File: src/rtl/breakout_pkg.sv
// Shared definitions for the breakout game controller: state codes, playfield
// geometry and default timing/lives.
package breakout_pkg;

  typedef logic [2:0] state_t;

  localparam state_t ST_IDLE    = 3'd0;
  localparam state_t ST_SERVE   = 3'd1;
  localparam state_t ST_PLAY    = 3'd2;
  localparam state_t ST_NEWBALL = 3'd3;
  localparam state_t ST_CLEARED = 3'd4;
  localparam state_t ST_OVER    = 3'd5;

  localparam int ROW_BRICKS  = 6;
  localparam int COL_BRICKS  = 8;
  localparam int NUM_BRICKS  = ROW_BRICKS * COL_BRICKS;
  localparam int DELAY_TICKS = 120;
  localparam int INIT_LIVES  = 3;

  localparam logic [15:0] SCORE_MAX = 16'h9999;

endpackage

File: src/rtl/bcd_counter4.sv
// Four-digit packed-BCD counter with synchronous clear, increment enable and
// saturation at 9999.
module bcd_counter4
  import breakout_pkg::*;
(
  input  logic        clk,
  input  logic        reset,
  input  logic        clr,
  input  logic        inc,
  output logic [15:0] count
);

  logic [15:0] count_q, count_d;
  logic        carry;
  logic [3:0]  digit;

  always_comb begin
    // NOTE: every variable gets a default at the top so no path leaves it unassigned (no latch).
    count_d = count_q;
    carry   = 1'b1;
    digit   = '0;
    if (clr) begin
      count_d = '0;
    end else if (inc && (count_q != SCORE_MAX)) begin
      // Ripple a +1 carry through the digits, wrapping 9 -> 0.
      for (int i = 0; i < 4; i++) begin
        digit = count_q[4*i +: 4];
        if (carry) begin
          if (digit == 4'd9) begin
            count_d[4*i +: 4] = 4'd0;
          end else begin
            count_d[4*i +: 4] = digit + 4'd1;
            carry             = 1'b0;
          end
        end
      end
    end
  end

  always_ff @(posedge clk or posedge reset) begin
    // NOTE: state registers use non-blocking assignment so all flops update together.
    if (reset) count_q <= '0;
    else       count_q <= count_d;
  end

  assign count = count_q;

endmodule

File: src/rtl/breakout_game_ctrl.sv
// Breakout game sequencer: serve/new-ball/cleared pauses, brick scoreboard,
// BCD score, lives and level tracking.
module breakout_game_ctrl #(
  parameter int NUM_BRICKS  = breakout_pkg::NUM_BRICKS,
  parameter int DELAY_TICKS = breakout_pkg::DELAY_TICKS,
  parameter int INIT_LIVES  = breakout_pkg::INIT_LIVES
) (
  input  logic                  clk,
  input  logic                  reset,
  input  logic                  start,
  input  logic                  refr_tick,
  input  logic                  miss,
  input  logic                  brk_hit,
  input  logic [5:0]            brk_idx,
  output logic                  gra_still,
  output logic [NUM_BRICKS-1:0] bricks_alive,
  output logic [15:0]           score,
  output logic [1:0]            lives,
  output logic [3:0]            level,
  output logic [2:0]            game_state
);

  import breakout_pkg::*;

  localparam int TW = (DELAY_TICKS > 1) ? $clog2(DELAY_TICKS) : 1;

  state_t                state_q, state_d;
  logic [TW-1:0]         timer_q, timer_d;
  logic [1:0]            lives_q, lives_d;
  logic [3:0]            level_q, level_d;
  logic [NUM_BRICKS-1:0] bricks_alive_q, bricks_alive_d;
  logic                  score_clr, score_inc;
  logic                  idx_ok, hit_ok;

  assign idx_ok = (int'(brk_idx) < NUM_BRICKS);
  assign hit_ok = (state_q == ST_PLAY) && brk_hit && idx_ok && bricks_alive_q[brk_idx];

  always_comb begin
    state_d        = state_q;
    timer_d        = timer_q;
    lives_d        = lives_q;
    level_d        = level_q;
    bricks_alive_d = bricks_alive_q;
    score_clr      = 1'b0;
    score_inc      = 1'b0;

    case (state_q)
      ST_IDLE: begin
        if (start) begin
          state_d        = ST_SERVE;
          lives_d        = 2'(INIT_LIVES);
          level_d        = 4'd1;
          bricks_alive_d = '1;
          score_clr      = 1'b1;
        end
      end
      ST_SERVE, ST_NEWBALL, ST_CLEARED: begin
        if (refr_tick) begin
          if (timer_q == TW'(DELAY_TICKS - 1)) begin
            state_d = ST_PLAY;
            if (state_q == ST_CLEARED) begin
              bricks_alive_d = '1;
              if (level_q != 4'd15) level_d = level_q + 4'd1;
            end
          end else begin
            timer_d = timer_q + TW'(1);
          end
        end
      end
      ST_PLAY: begin
        if (hit_ok) begin
          bricks_alive_d[brk_idx] = 1'b0;
          score_inc               = 1'b1;
        end
        // A miss outranks clearing the board in the same cycle.
        if (miss) begin
          if (lives_q > 2'd1) begin
            lives_d = lives_q - 2'd1;
            state_d = ST_NEWBALL;
          end else begin
            lives_d = 2'd0;
            state_d = ST_OVER;
          end
        end else if (hit_ok && (bricks_alive_d == '0)) begin
          state_d = ST_CLEARED;
        end
      end
      ST_OVER: begin
        if (start) state_d = ST_IDLE;
      end
      default: state_d = ST_IDLE;
    endcase

    if (state_d != state_q) timer_d = '0;
  end

  always_ff @(posedge clk or posedge reset) begin
    if (reset) begin
      state_q        <= ST_IDLE;
      timer_q        <= '0;
      lives_q        <= '0;
      level_q        <= '0;
      bricks_alive_q <= '1;
    end else begin
      state_q        <= state_d;
      timer_q        <= timer_d;
      lives_q        <= lives_d;
      level_q        <= level_d;
      bricks_alive_q <= bricks_alive_d;
    end
  end

  bcd_counter4 u_score (
    .clk   (clk),
    .reset (reset),
    .clr   (score_clr),
    .inc   (score_inc),
    .count (score)
  );

  assign gra_still    = (state_q != ST_PLAY);
  assign bricks_alive = bricks_alive_q;
  assign lives        = lives_q;
  assign level        = level_q;
  assign game_state   = state_q;

endmodule

File: config.mk
export PLATFORM = sky130hd
export DESIGN_NAME = breakout_game_ctrl
export DESIGN_NICKNAME = d
export VERILOG_FILES = /design/src/rtl/breakout_pkg.sv /design/src/rtl/bcd_counter4.sv /design/src/rtl/breakout_game_ctrl.sv
export SDC_FILE = /design/constraint.sdc
export NUM_CORES = 1
export LEC_CHECK = 0
export CAP_MARGIN = 20
export CELL_PAD_IN_SITES_DETAIL_PLACEMENT = 0
export CELL_PAD_IN_SITES_GLOBAL_PLACEMENT = 1
export CORE_ASPECT_RATIO = 0.6
export CORE_UTILIZATION = 40
export DETAILED_ROUTE_END_ITERATION = 12
export PLACE_DENSITY = 0.91
export SYNTH_ARGS = -nofsm -noshare
export SYNTH_HDL_FRONTEND = slang
export SYNTH_SLANG_ARGS = --single-unit
File: constraint.sdc
create_clock -name clk -period 4.35 [get_ports clk]
set_input_delay 0.87 -clock clk [delete_from_list [all_inputs] [get_ports clk]]
set_output_delay 0.87 -clock clk [all_outputs]
set_load 0.05 [all_outputs]
==> impl_metrics.tcl <==
set metrics [dict create \
    place_congestion 1.007 \
    post-place-ws_ns -0.08261 \
    skew_ns 0.01116 \
    rsz0062_at_grt "no" \
    final_cells 822 \
    path_clk_slew_ns 0.06 \
    status "complete, no violations" \
    hold_viol 0 \
    fin_ws_ns 0.1664 \
    die_h_um 86.17 \
    power_uw 2644 \
    netlist_area_um2 4723 \
    fin_crit_ns 4.184 \
    viasPerCell 5.735 \
    syn_inst 523 \
    fp.coreArea_um2 11410 \
    wirelength_um 17060 \
    crit_fanout 6 \
    grt-ovfl-total 0 \
    avgSynthCellArea_um2 9.031 \
    reg2reg_slack_ns 0.79 \
    cts_hold_buf 0 \
    drc 0 \
    grt_pass1_wl_um 26190 \
    finalNetCount 671 \
    power.leakage_uw 0.002805 \
    reg2reg_from "game_state[2]$_DFF_PP0_" \
    synth_top_area_cell "dfstp_2" \
    worstSkewPairLatency_ns 0.34 \
    synth_top_area_frac 0.2670 \
    r2r_cells 10 \
    cts_buffers 9 \
    r2r_end "timer_q[4]$_DFFE_PP0P_" \
    worstSetupStartpoint "brk_idx[0]" \
    drt-pass1-iter-count 5 \
    synth_cell_type_count 68 \
    irDropWorstVdd_v 0.0002286 \
    cap_violations 0 \
    cts.sinks 80 \
    cp.arrival_ns 4.41 \
    crit_path_end "game_state[1]$_DFF_PP0_" \
    fin_crit_sh 0.9618 \
    cts.htree.levels 3 \
    power.density_nw_per_um2 407.8 \
    rows 30 \
    n_antenna_cell 0 \
    ys.flop_type "dfstp_2" \
    die-area_um2 12260 \
    cts_root_buffer "clkbuf_16" \
    end_kind "register" \
    synth_seq_cells 80 \
    worstPathRequired_ns 4.57 \
    gr-usage-all-layers 0.2878 \
    ys_warn_count 0 \
    post-dp-hpwl_um 13210 \
    cts_buffer_depth 2 \
    num-fill-cells 1061 \
    grt_pass1_vias 4492 \
    dp.cells 806 \
    antenna_found_initial 0 \
    syn_to_final_growth_pct 37.27 \
    routedWlPerCell_um 20.75 \
    start_util 0.4139 \
    drive_above_1_share 0.2251 \
    num_io_pins 86 \
    synth_edf_count 0 \
    seq_area_frac_synth 0.4366 \
    setup_viol 0 \
    drv_slew 0 \
    fin_util 0.5682 \
    max_slew_margin 0.4840 \
    first_iter_violations 557 \
    start_kind "input port" \
    die_w_um 142.3 \
    synth_area_leaders "dfstp_2 (27%), dfrtp_1 (17%), nand2_1 (7.9%)" \
    dr_total_vias 4714 \
    synth_nets 537 \
    ys_async_sr_fraction 1.000 \
    synthMostInstantiatedCell "nand2_1" \
    portBuffers 85 \
    hold_path.class "register to register" \
    grt_max_degree 49 \
    critPathKind "input port to register" \
    timing.fmax_mhz 239.0 \
    ant_nets 0 \
    synthTopCellsByCount "nand2_1 (100), dfstp_2 (48), nor2_1 (44)" \
    worst_pin_slew_ns 0.7729 \
    tritoncts "done" \
]
[worst min-delay path by stage]
stage	start	end	slack [ns]	cells past startpoint
3_3_place_gp	bricks_alive[28]$_DFFE_PP1P_	bricks_alive[28]$_DFFE_PP1P_	0.50	2
5_1_grt	bricks_alive[23]$_DFFE_PP1P_	bricks_alive[23]$_DFFE_PP1P_	0.53	2
4_1_cts	bricks_alive[28]$_DFFE_PP1P_	bricks_alive[28]$_DFFE_PP1P_	0.51	2
6_report	bricks_alive[28]$_DFFE_PP1P_	bricks_alive[28]$_DFFE_PP1P_	0.51	2
3_5_place_dp	bricks_alive[28]$_DFFE_PP1P_	bricks_alive[28]$_DFFE_PP1P_	0.50	2
2_1_floorplan	timer_q[1]$_DFFE_PP0P_	timer_q[1]$_DFFE_PP0P_	0.50	2
[what timing repair did]
item / CTS / global route
buffers inserted: 0 / 0
resized for setup: 0 / 1
hold endpoints to repair: 0 / 0
setup endpoints to repair: 0 / 6
[placed cells by master, fill, tap and decap left out, drive strengths merged, types with 3 or more instances in the layout]
master | synthesis | layout
a21oi | 9 | 9
a22oi | 18 | 18
and2 | 7 | 7
and3b | 3 | 3
buf | 19 | 67
clkbuf | 10 | 10
clkdlybuf4s50 | 0 | 85
dfrtp | 32 | 32
dfstp | 48 | 48
inv | 11 | 12
mux2 | 5 | 5
mux2i | 17 | 17
nand2 | 101 | 101
nand3 | 19 | 19
nand4 | 18 | 18
nor2 | 45 | 45
nor2b | 11 | 11
nor3 | 14 | 14
nor3b | 5 | 5
nor4 | 3 | 3
o2111ai | 11 | 11
o211ai | 8 | 8
o21ai | 33 | 33
o31ai | 20 | 20
or3 | 4 | 4
xnor2 | 11 | 11
xor2 | 5 | 5
[layer usage]
metal  GRT usage  wire [µm]  share of wire
met2      0.3725       6681           0.39
met4     0.05670        183          0.011
met5           0          0              0
met3     0.09945       1675          0.098
met1      0.4491       8519           0.50
[logic make-up after synthesis]
group                      count (synthesis)  synth area share
DFF                                       80            0.4366
buffers and inverters                     40           0.04159
AOI/OAI and AO/OA                        117            0.1770
and+or+nand+nor                          246            0.2620
adders and majority gates                  2          0.005297
xor gates and xnor gates                  16           0.02967
muxes                                     22           0.04795
[critical path, stage by stage]
cell,delay [ns]
clkdlybuf4s50_1,0.53
buf_4,0.21
nor3_1,0.30
a22o_1,0.20
a211oi_1,0.06
o211ai_2,0.25
o21ai_4,0.13
o31ai_1,0.49
buf_4,0.21
nand4_1,0.09
nor4_1,0.48
buf_4,0.21
a32oi_1,0.12
a31o_1,0.24
[metrics by stage]
step / area (µm²) / TNS (ns) / hold WS [ns]
after global placement: 6160 / -0.3284 / 0.4963
final: 6484 / 0 / 0.5100
after global routing: 6484 / 0 / 0.5315
after detailed placement: 6160 / -0.5970 / 0.5018
after CTS: 6481 / 0 / 0.5101
after floorplan: 4723 / 0 / 0.5050
[power by group]
| part | internal (µW) | total [µW] | leakage (µW) | switching [µW] |
|---|---|---|---|---|
| sequential | 868 | 967 | 0.000917 | 98.5 |
| clock | 506 | 828 | 0.000149 | 322 |
| combinational | 307 | 849 | 0.00174 | 542 |
| total | 1680 | 2640 | 0.00281 | 962 |
[layout make-up]
class                           count  area [µm²]  area share
Multi-Input combinational cell    403        2467      0.3805
Tap cell                          160       200.2     0.03088
Clock buffer                       10       229.0     0.03531
Clock inverter                      6       92.59     0.01428
Inverter                           11       41.29    0.006368
Sequential cell                    80        2062      0.3180
Timing Repair Buffer              152        1391      0.2146
[state kept, by name, summed over array words and instances, names as in the netlist]
signal / flops
level: 4
u_score.count: 16
game_state: 3
bricks_alive: 48
lives: 2
timer_q: 7
Power figures use the tool's default switching activity.
